`config.mk`:
```
export PLATFORM = sky130hd
export DESIGN_NAME = gpio_pixel_unpacker
export DESIGN_NICKNAME = d
export VERILOG_FILES = /design/src/rtl/gpio_pixel_unpacker.sv
export SDC_FILE = /design/constraint.sdc
export NUM_CORES = 1
export LEC_CHECK = 0
export ABC_AREA = 1
export ABC_CLOCK_PERIOD_IN_PS = 1500
export CAP_MARGIN = 0
export CORE_MARGIN = 2
export CORE_UTILIZATION = 58
export DETAILED_ROUTE_END_ITERATION = 6
export PLACE_DENSITY = 0.91
export SLEW_MARGIN = 20
export SYNTH_ARGS = -nofsm -noshare
export SYNTH_HDL_FRONTEND = slang
export SYNTH_SLANG_ARGS = --single-unit
```
`constraint.sdc`:
```
create_clock -name clk -period 1.5 [get_ports clk]
set_input_delay 0.225 -clock clk [delete_from_list [all_inputs] [get_ports clk]]
set_output_delay 0.225 -clock clk [all_outputs]
set_load 0.005 [all_outputs]
```
`src/rtl/gpio_pixel_unpacker.sv`:
```
// gpio_pixel_unpacker
//
// Board-side receiver for the memory stage GPIO port. Captures one 128-bit
// word per colour channel (R, G, B strobes), then streams the three words
// out as 16 RGB888 pixels on a valid/ready interface, lane 0 first. The
// frame-end strobe marks the final pixel with pix_last and pulses frame_done.
//
// Build option: define GPIO_UNPACK_OVF_EN to build the sticky overflow flag
// (set when a channel strobe is dropped while busy). Without it, ovf is tied
// to 0 and ovf_clr is ignored.
//
// Ports:
//   clk, rst            system clock, synchronous active-high reset
//   GPIO                data word from the memory stage
//   GPIOEnR/G/B         single-cycle channel capture strobes
//   GPIOEn              single-cycle frame-end strobe
//   pix_data/valid      pixel stream {R,G,B}, held while pix_ready is low
//   pix_ready           downstream accept
//   pix_last            final pixel of the frame (qualified by pix_valid)
//   frame_done          one-cycle end-of-frame pulse
//   busy                high outside COLLECT; channel strobes are dropped
//   word_count          RGB words emitted in the current frame
//   ovf, ovf_clr        sticky dropped-strobe flag and its clear
//
// state   | meaning
// --------+---------------------------------------------------------------
// COLLECT | accepting channel captures, waiting for a full R/G/B set
// EMIT    | streaming lanes 0..LANES-1 of the captured set
// DONE    | one-cycle frame_done pulse, then back to COLLECT

module gpio_pixel_unpacker #(
    parameter int LANES = 16,
    parameter int CNT_W = 16
) (
    input  logic               clk,
    input  logic               rst,
    input  logic [8*LANES-1:0] GPIO,
    input  logic               GPIOEnR,
    input  logic               GPIOEnG,
    input  logic               GPIOEnB,
    input  logic               GPIOEn,
    output logic [23:0]        pix_data,
    output logic               pix_valid,
    input  logic               pix_ready,
    output logic               pix_last,
    output logic               frame_done,
    output logic               busy,
    output logic [CNT_W-1:0]   word_count,
    output logic               ovf,
    input  logic               ovf_clr
);

    localparam int LW = $clog2(LANES);

    typedef enum logic [1:0] {COLLECT, EMIT, DONE} state_t;

    state_t               state;
    logic [8*LANES-1:0]   bufR, bufG, bufB;
    logic                 fR, fG, fB;
    logic                 end_pend;
    logic                 wc_hold;   // word_count is stale from the last frame
    logic [LW-1:0]        lane;

    logic                 any_strobe;
    logic                 nR, nG, nB;
    logic                 last_lane;
    logic [LW+2:0]        bit_base;

    assign any_strobe = GPIOEnR | GPIOEnG | GPIOEnB;
    assign nR         = fR | GPIOEnR;
    assign nG         = fG | GPIOEnG;
    assign nB         = fB | GPIOEnB;
    assign last_lane  = (lane == LW'(LANES - 1));
    assign bit_base   = {lane, 3'b000};

    assign pix_valid  = (state == EMIT);
    assign pix_data   = pix_valid ? {bufR[bit_base +: 8], bufG[bit_base +: 8], bufB[bit_base +: 8]}
                                  : 24'h0;
    assign pix_last   = pix_valid & last_lane & end_pend;
    assign frame_done = (state == DONE);
    assign busy       = (state != COLLECT);

    always_ff @(posedge clk) begin
        if (rst) begin
            state      <= COLLECT;
            bufR       <= '0;
            bufG       <= '0;
            bufB       <= '0;
            fR         <= 1'b0;
            fG         <= 1'b0;
            fB         <= 1'b0;
            end_pend   <= 1'b0;
            wc_hold    <= 1'b0;
            lane       <= '0;
            word_count <= '0;
        end else begin
            case (state)
                COLLECT: begin
                    if (GPIOEnR) bufR <= GPIO;
                    if (GPIOEnG) bufG <= GPIO;
                    if (GPIOEnB) bufB <= GPIO;
                    fR <= nR;
                    fG <= nG;
                    fB <= nB;
                    // First capture of a new frame restarts the word count.
                    if (any_strobe && wc_hold) begin
                        word_count <= '0;
                        wc_hold    <= 1'b0;
                    end
                    if (GPIOEn) end_pend <= 1'b1;
                    if (fR && fG && fB) begin
                        state <= EMIT;
                        lane  <= '0;
                    end else if ((end_pend || GPIOEn) && !(nR || nG || nB)) begin
                        // Frame end with nothing captured: close immediately.
                        state <= DONE;
                    end
                end
                EMIT: begin
                    if (GPIOEn) end_pend <= 1'b1;
                    if (pix_ready) begin
                        lane <= lane + 1'b1;
                        if (last_lane) begin
                            fR         <= 1'b0;
                            fG         <= 1'b0;
                            fB         <= 1'b0;
                            word_count <= word_count + 1'b1;
                            state      <= end_pend ? DONE : COLLECT;
                        end
                    end
                end
                DONE: begin
                    end_pend <= 1'b0;
                    wc_hold  <= 1'b1;
                    state    <= COLLECT;
                end
                default: state <= COLLECT;
            endcase
        end
    end

`ifdef GPIO_UNPACK_OVF_EN
    always_ff @(posedge clk) begin
        if (rst)
            ovf <= 1'b0;
        else if (busy && any_strobe)
            ovf <= 1'b1;
        else if (ovf_clr)
            ovf <= 1'b0;
    end
`else
    logic unused_ovf_clr;
    assign unused_ovf_clr = ovf_clr;
    assign ovf            = 1'b0;
`endif

endmodule
```
==> run metrics, run 1 <==
post-synthesis cell count 2795; Max clock buf depth 3; Mapped Area 0.0188 mm2; CTS buffer count 43; YS warnings 0; Run Error [ERROR GRT-0232] Routing congestion too high. Check the congestion heatmap in the GUI.; commonest register cell after synthesis dfxtp_1; Final GP Congestion 1.02; Post-CTS Hold Fix Bufs 0; I/O Pins 181; Initial Utilization 59.1%; Overall Global Routing Usage 76.0%; CTS root buffer clkbuf_16; global route overflow 23; detailed placement HPWL 44.7 mm; top cell type's share of synthesized area 43.9%; Post-synth EDFFs 0; top cells by area, synth dfxtp_1 (44%), o21ai_0 (10%), a21oi_1 (8.9%), nand2_1 (8.5%), nor2_1 (8.4%); Mapped Nets 2933; share of the yosys chip area belonging to registers 43.9%; PortBufs 178; pin count of the biggest net entering global routing 58; # H-tree levels 2; Cell Rows 65; CTS Sinks 411; post-synth top area cell dfxtp_1; Post-Place Cell Area 0.0229 mm2; Die H 184 um; Netlist cell types 29; Yosys reg bits 411; Fail Step global routing; Synth Area per Inst 6.71 um2; Die Wd 184 um; status did not finish; Post-synth ARST share 0%
-- per-layer routing --
| metal | overflow | global-route usage [%] |
|---|---|---|
| met3 | 1 | 68.7 |
| met2 | 10 | 88.4 |
| met5 | 0 | 42.2 |
| met1 | 1 | 74.1 |
| met4 | 11 | 73.5 |
-- cells in the mapped netlist (all sizes together) (2+ instances only) --
cell type	n
nand2	429
nor2	426
dfxtp	411
o21ai	392
a21oi	332
inv	321
nand3	254
buf	123
clkbuf	86
nor3	7
nand4	4
nand3b	3
ha	2
-- per-stage QoR --
stage	setup WS, ns	setup TNS (ns)	util (%)	hold slack (ns)	std cells
2_1_floorplan	0.0528	0	-	0.360	2795
3_3_place_gp	-0.759	-47.48	72.3	0.436	3481
3_5_place_dp	-0.826	-64.03	72.3	0.444	3481
4_1_cts	-0.936	-82.21	84.5	0.347	3636
-- cells by family after synthesis --
kind of cell    synth area share, %
simple gates                   24.6
flops                          43.9
other cells                  0.0200
buf+inv                        12.0
compound gates                 19.4
fa+ha+maj                     0.133
-- what timing repair did --
| item | CTS |
|---|---|
| setup endpoints to repair | 191 |
| gates cloned | 30 |
| gates resized for setup | 546 |
| pin swaps | 127 |
| buffers inserted | 51 |
==> inputs of run 2 (changes only) <==
--- a/config.mk
+++ b/config.mk
@@ -9,9 +9,9 @@
 export ABC_CLOCK_PERIOD_IN_PS = 1500
 export CAP_MARGIN = 0
 export CORE_MARGIN = 2
-export CORE_UTILIZATION = 58
+export CORE_UTILIZATION = 40
 export DETAILED_ROUTE_END_ITERATION = 6
-export PLACE_DENSITY = 0.91
+export PLACE_DENSITY_LB_ADDON = 0.15
 export SLEW_MARGIN = 20
 export SYNTH_ARGS = -nofsm -noshare
 export SYNTH_HDL_FRONTEND = slang
==> run 2 against run 1 <==
The flow now finishes, with violations (negative setup slack). Synthesized cell count unchanged. Synthesized area unchanged.
==> run metrics, run 2 <==
Flop pwr share 38.5%; Int Power 0.0225 W; Post-CTS Hold Fix Bufs 0; Finished Layout Cells 3985; CP max FO 7; clk_lat worst skew 0.59 ns; detailed placement HPWL 47.5 mm; CP Class flop to output pin; Final WS setup -1.04 ns; Overall Global Routing Usage 30.3%; post-synth top area cell dfxtp_1; Netlist cell types 29; Worst path max stage delay 0.42 ns; WL final 87.8 mm; Synth Area per Inst 6.71 um2; Hold Path Class input pin to flop; Worst Path Buf+Inv 5; Yosys reg bits 411; area growth from synthesis to layout 64.6%; YS warnings 0; Tightest Pin Transition 0.615 ns; commonest register cell after synthesis dfxtp_1; CTS Sinks 411; first-pass GRT wire length 112 mm; final slew viol count 0; CTS tree built; share of the yosys chip area belonging to registers 43.9%; vias in the first global route 19600; PwrDens 1030 mW/mm2; biggest regs bufB (128), bufG (128), bufR (128); pin count of the biggest net entering global routing 62; commonest non-fill, non-tap cells in the layout nand2_1 (396), dfxtp_1 (393), nor2_1 (367); Die Wd 221 um; Combinational Power Share 24.7%; core outline area 0.0465 mm2; DR DRC count 0; initial detailed-routing violation count 2664; Leakage 13.0 nW; delay-heaviest family, CP buffers and inverters; Post-Place Cell Area 0.0236 mm2; count leader, synth nand2_1; # H-tree levels 2; Placed Cells 3743; failing checks negative setup slack; fin nets 3481; Post-synth ARST share 0%; wire per inst 22.0 um; layout cells sized above 1 32.9%; status finished with violations; Pre-Repair DR Iteration Count 6; Post-synth EDFFs 0; Final period util 169%; arrival time of the worst setup path 2.31 ns; most common cell after layout, fill and taps aside nand2_1; number of max-cap violations 0; Max clock buf depth 3; slowest stage cell, crit path dfxtp_4; initial antenna violation count 1; top cell type's share of synthesized area 43.9%; top cells by area, synth dfxtp_1 (44%), o21ai_0 (10%), a21oi_1 (8.9%), nand2_1 (8.5%), nor2_1 (8.4%); global route overflow 0; post-route ant nets 0; Mapped Nets 2933; Die H 221 um; Fin Hold WS 0.313 ns; Final GP Congestion 0.896; Net Sw Power 0.00937 W; top cells by count, synth nand2_1 (427), nor2_1 (421), dfxtp_1 (411); routed vias 22100; Reg clk slew, reported paths 0.06 ns; crit-path cells buf_12 -> buf_12 -> buf_16 -> buf_12 -> nor2_4 -> nor2_2 -> nand2_1 -> nand3_2 -> nand3_2 -> a21oi_4 -> buf_2; WP data required 1.27 ns; filler cell count 3745; area occupied by multi-input gates 0.0106 mm2; die area 0.0486 mm2; Rel. slew slack 59.0%; peak supply drop 0.000958 V; Initial Utilization 40.4%; CTS root buffer clkbuf_16; I/O Pins 181; Placement Setup Slack -0.987 ns; final instance area 0.0309 mm2; post-synthesis cell count 2795; most numerous cell on the critical path buf_12; Tmin final 2.54 ns; critical path startpoint category flop; CP endpoint kind output pin; Cell Rows 79; final setup violating endpoints 437; highest clock rate 394 MHz; CTS buffer count 47; Register Area 0.00826 mm2; PortBufs 178; drt via density 5.54; final hold viol count 0; Sw Share 29.4%; RSZ-0062 raised after global routing true; Clk pwr share 36.8%; Final Skew 0.0188 ns; Mapped Area 0.0188 mm2
[run 2: power groups by stage]
stage	clock network [W]	logic (W)	registers, W
2_1_floorplan	0	0.00245	0.0124
6_report	0.0117	0.00788	0.0123
4_1_cts	0.0118	0.00568	0.0122
3_5_place_dp	0	0.00493	0.0125
3_3_place_gp	0	0.00484	0.0124
5_1_grt	0.0122	0.00827	0.0124
[run 2: repair_timing]
action	in CTS	in global routing
gates cloned	30	62
gates resized for setup	445	644
hold endpoints to repair	0	0
setup buffers	35	48
endpoints found under the setup margin	171	438
pin swaps	85	134
[run 2: metrics by stage]
stage	setup TNS, ns	util, %	total power [W]
4_1_cts	-85.08	58.6	0.0297
3_5_place_dp	-65.48	50.9	0.0174
6_report	-147.93	66.4	0.0319
5_1_grt	-174.51	66.4	0.0328
2_1_floorplan	0	-	0.0148
3_3_place_gp	-59.54	50.9	0.0173
[run 2: per-layer routing]
metal | share of wire, % | up-vias | global-route usage, %
li1 | - | 10100 | -
met1 | 38 | 10400 | 38.9
met2 | 46 | 1254 | 50.5
met3 | 9.3 | 303 | 4.18
met4 | 6.4 | 0 | 13.7
met5 | 0 | - | 0
[run 2: kinds of logic after synthesis]
group                    after synthesis  share of synthesized area [%]
adder cells (fa/ha/maj)                2                          0.133
AND/OR/NAND/NOR                     1125                           24.6
AO/OA/AOI/OAI                        725                           19.4
buffers and inverters                531                           12.0
flip-flops                           411                           43.9
other                                  1                         0.0200
[run 2: worst paths after layout]
kind | start | end | depth (start not counted) | slack (ns)
min | GPIO[87] | bufB[87] | 3 | 0.31
min reg2reg | bufR[40] | bufR[40] | 2 | 0.45
max | lane[0] | pix_data[17] | 11 | -1.04
max reg2reg | lane[0] | word_count[10] | 13 | -0.46
[run 2: layout make-up]
cell class | count | area share (%)
multi-input combinational | 1853 | 34.4
clock buffer | 79 | 4.89
timing repair inverter | 8 | 0.499
inverter | 322 | 4.24
sequential | 411 | 26.7
tap | 607 | 2.46
clock inverter | 4 | 0.154
antenna | 1 | 0.00811
timing repair buffer | 700 | 26.6
[run 2: tightest hold or removal path, delay by kind of cell]
family | cells | cell delay (ns)
AND/OR/NAND/NOR | 2 | 0.17
buffers and inverters | 1 | 0.46
Note: power is estimated with default switching activity, not from simulation.
==> inputs of run 3 (changes only) <==
--- a/config.mk
+++ b/config.mk
@@ -8,6 +8,7 @@
 export ABC_AREA = 1
 export ABC_CLOCK_PERIOD_IN_PS = 1500
 export CAP_MARGIN = 0
+export CORE_ASPECT_RATIO = 1.1
 export CORE_MARGIN = 2
 export CORE_UTILIZATION = 40
 export DETAILED_ROUTE_END_ITERATION = 6
==> run 3 against run 2 <==
The run still ends with negative setup slack left. Sequential share of layout area rose by 3.1 points. Maximum frequency rose by 0.80%. Critical path depth fell by 2. Setup slack improved by 0.020 ns. Via count fell by 6.3%. Global-route usage fell by 1.0 points. Count of clock-buffer cells in the layout fell by 9. Die area barely moved. Cell area fell by 10%. Register-to-register slack got worse by 0.05 ns. Hold slack got worse by 0.036 ns. Sequential power barely moved.
==> run metrics, run 3 (synthesis gave the netlist of run 2 again) <==
status finished with violations; failing checks negative setup slack; fin nets 3390; Pre-Repair DR Iteration Count 6; Reg clk slew, reported paths 0.06 ns; Overall Global Routing Usage 29.3%; critical path startpoint category flop; Final Skew 0.0187 ns; Final period util 168%; Fin Hold WS 0.277 ns; final hold viol count 0; post-route ant nets 0; CP endpoint kind output pin; wire per inst 20.1 um; R2R depth 11; first-pass GRT wire length 110 mm; RSZ-0062 raised after global routing true; Worst R2R Start lane[0]; final setup violating endpoints 437; commonest non-fill, non-tap cells in the layout nand2_1 (411), nor2_1 (401), dfxtp_1 (394); peak supply drop 0.000810 V; CP Class flop to output pin; area growth from synthesis to layout 47.5%; routed vias 20700; initial antenna violation count 1; most numerous cell on the critical path nand3_1; PwrDens 1080 mW/mm2; PortBufs 178; clk_lat worst skew 0.59 ns; final slew viol count 0; arrival time of the worst setup path 2.29 ns; ANT cells 0; Max clock buf depth 3; die area 0.0486 mm2; Setup crit start lane[0]; WP data required 1.27 ns; Cell Rows 83; Die H 231 um; Leakage 11.9 nW; detailed placement HPWL 47.7 mm; slowest stage cell, crit path dfxtp_4; vias in the first global route 19400; reg2reg end word_count[6]; hold path depth 3; delay-heaviest family, CP buffers and inverters; Tmin final 2.52 ns; Final Power 0.0299 W; Final GP Congestion 0.944; # H-tree levels 2; CTS buffer count 46; Final WS setup -1.02 ns; layout cells sized above 1 24.3%; Worst Hold Launch GPIO[1]; Initial Utilization 40.3%; Worst Path Buf+Inv 4; CTS Sinks 411; DR DRC count 0; I/O Pins 181; crit-path cells buf_4 -> inv_6 -> clkbuf_16 -> nand2_1 -> nand3_1 -> nand3_1 -> nand3_2 -> a21oi_2 -> buf_2; pin count of the biggest net entering global routing 66; Worst path max stage delay 0.38 ns; CTS root buffer clkbuf_16; Post-CTS Hold Fix Bufs 0; global route overflow 0; Placement Setup Slack -0.886 ns; drt via density 5.33; r2r setup slk -0.51 ns; number of max-cap violations 0; initial detailed-routing violation count 2013; core outline area 0.0465 mm2; highest clock rate 397 MHz; Die Wd 210 um; hold endpoint bufB[1]; CTS tree built; most common cell after layout, fill and taps aside nand2_1; WL final 78.2 mm; Hold Path Class input pin to flop; CP max FO 14; biggest regs bufB (128), bufG (128), bufR (128)
-- run 3: cell types whose count changed in the layout (fill, tap and decap cells not counted), moves of 24 or more --
| cell | change |
|---|---|
| a21oi_1 | +45 |
| o21ai_0 | +88 |
| a21oi_2 | -39 |
| clkbuf_16 | -26 |
| o21ai_1 | +51 |
| nor2_1 | +34 |
| o21ai_2 | -119 |
| nor2_4 | -24 |
-- run 3: worst max-delay path by stage --
stage | depth (start not counted) | end
6_report | 9 | pix_data[19]
3_5_place_dp | 9 | pix_data[14]
4_1_cts | 10 | pix_data[8]
3_3_place_gp | 9 | pix_data[14]
5_1_grt | 12 | pix_data[0]
2_1_floorplan | 8 | pix_data[13]
-- run 3: what timing repair did --
action	CTS	global route
resized for setup	293	280
endpoints found under the setup margin	227	437
buffers inserted	34	24
pin swaps	19	80
cloned	12	20
-- run 3: worst register-to-register path, delay by kind of cell (launching register included) --
family / cells / cell delay (ns)
buffers and inverters: 4 / 0.70
AND/OR/NAND/NOR: 5 / 0.55
flip-flops: 1 / 0.38
adder cells (fa/ha/maj): 1 / 0.15
AO/OA/AOI/OAI: 1 / 0.15
-- run 3: final cells by class --
cell class                      count  area, um2
Inverter                          322       1240
Fill cell                        4257      18800
Timing Repair Buffer              618       6450
Sequential cell                   411       8260
Tap cell                          595        744
Multi-Input combinational cell   1853       9440
Clock inverter                     11        109
Clock buffer                       70       1430
-- run 3: metal layers --
metal / wire (um) / GRT usage, % / share of wire, %
met1: 31800 / 36.8 / 41
met2: 36800 / 48.7 / 47
met3: 5750 / 5.14 / 7.4
met4: 3740 / 13.7 / 4.8
met5: 16 / 0 / 0.020
-- run 3: stage by stage --
stage / TNS, ns / instances / utilization [%] / instance area (um2)
after floorplan: 0 / 2795 / - / 18800
after global placement: -72.46 / 3719 / 50.5 / 23500
after detailed placement: -78.01 / 3719 / 50.5 / 23500
after CTS: -92.44 / 3845 / 56.7 / 26400
after global routing: -137.32 / 3880 / 59.5 / 27700
final: -107.27 / 3880 / 59.5 / 27700
-- run 3: power breakdown --
part | internal, W | total (W) | switching, W
logic | 0.00267 | 0.00596 | 0.00329
clock network | 0.00686 | 0.0117 | 0.00480
registers | 0.0119 | 0.0122 | 0.000339
==> variant (config.mk and constraints of run 2) <==
Re-encode `state_t` (3 states) as one-hot, 3 bits wide.
--- a/src/rtl/gpio_pixel_unpacker.sv
+++ b/src/rtl/gpio_pixel_unpacker.sv
@@ -53,5 +53,5 @@
     localparam int LW = $clog2(LANES);
 
-    typedef enum logic [1:0] {COLLECT, EMIT, DONE} state_t;
+    typedef enum logic [2:0] {COLLECT = 3'b001, EMIT = 3'b010, DONE = 3'b100} state_t;
 
     state_t               state;
Formal check against the unedited RTL: same outputs for any inputs over 4 cycles, from zero or initial values and one cycle with rst high; so few cycles prove little.
==> variant against run 2 <==
The flow finishes with violations (design-rule violations, negative setup slack). Area after synthesis fell by 2.5%. Via count fell by 2.0%. Sequential cell count rose by 1. Setup slack got worse by 0.092 ns. Wire length fell by 1.1%. Cell area fell by 6.7%.
Power is not compared: it rests on default switching activity, and its combinational part moved more than twofold at a synthesized area within 25%.
==> variant: results <==
group,metric,value,unit
status,outcome,"finished with violations",
status,violations,"design-rule violations, negative setup slack",
global_routing,grt_util_met2,49.4,%
global_routing,grt_pass1_wl,116000,um
routing,met3WireLength,10200,um
finish,multi_input_area_share,35.9,%
timing,fin_ws,-1.13,ns
global_routing,first_global_vias,19100,
synth,synthArstFlopShare,0,%
synth,syn_inst,2736,
finish,bufAreaShareNonClock,25.8,%
critical_path,rrSetupSlack,-0.60,ns
routing,drc,3,
finish,buffers_excl_clock,573,
finish,clk_share,5.39,%
finish,antenna_cells,0,
finish,clock_buffers,65,
synth,synth-seq-area-share,45.1,%
timing,skew,0.0189,ns
critical_path,worstPathMaxFanout,6,
floorplanning,core_area,0.0453,mm2
global_routing,grt_max_degree,39,
routing,first_iter_violations,3011,
timing,finalSetupViolCount,439,
clocking,cts_inserted_buffers,46,
finish,inverters_excl_clock,82,
clocking,postCtsSetupBuffers,63,
placement,place.gp.congestion,0.952,
run,maxCapViolations,0,
timing,setup_tns,-147.36,ns
finish,final_util,63.6,%
finish,nets,3291,
synth,synth_seq_cells,412,
critical_path,worstPathArrival,2.41,ns
synth,synth_common_cells,"nor2_1 (1,078), o21ai_0 (507), dfxtp_1 (412)",
routing,via_per_inst,5.72,
routing,wl_met2,37600,um
synth,syn_nets,2874,
global_routing,grt_usage,31.6,%
global_routing,use_met3,4.59,%
placement,place_inst,3521,
finish,fill_cells,3755,
routing,routed_wl,86900,um
timing,whs,0.277,ns
finish,final_cells,3782,
routing,wl_met1,34100,um
synth,synth_cell_types,30,
global_routing,grtUsageMet1,43.6,%
finish,multi_input_cells,2038,
synth,synth.area.top_cells,"dfxtp_1 (45%), nor2_1 (22%), o21ai_0 (14%)",
finish,layout-drive-gt1-share,26.8,%
finish,ff_latch_area,0.00829,mm2
placement,dpl_cell_area,0.0224,mm2
placement,portBuffers,178,
placement,place_ws,-0.995,ns
global_routing,antenna_found_initial,0,
## variant: cell types whose count changed after synthesis, moves of 97 or more
cell     before   now
o21ai_0     374   507
nand3_1     253   156
a21oi_1     332    89
nand2_1     427   131
nor2_1      421  1078
inv_1       313    68
## variant: cells by family after synthesis
group / after synthesis / synth area share (%)
simple gates: 1381 / 29.8
compound gates: 649 / 18.0
flops: 412 / 45.1
buf+inv: 287 / 6.71
xor+xnor: 4 / 0.192
fa+ha+maj: 2 / 0.137
other cells: 1 / 0.0205
## variant: final timing paths
kind / from / to / depth (start not counted)
setup / recovery: lane[0] / pix_data[13] / 8
hold / removal: GPIO[30] / bufG[30] / 3
setup reg to reg: lane[0] / word_count[14] / 14
hold reg to reg: bufR[93] / bufR[93] / 2
## variant: critical path: cells and delay by family (launching register included)
family | cells | cell delay [ns]
AND/OR/NAND/NOR | 1 | 0.15
flip-flops | 1 | 0.42
buffers and inverters | 4 | 0.57
AO/OA/AOI/OAI | 3 | 0.67
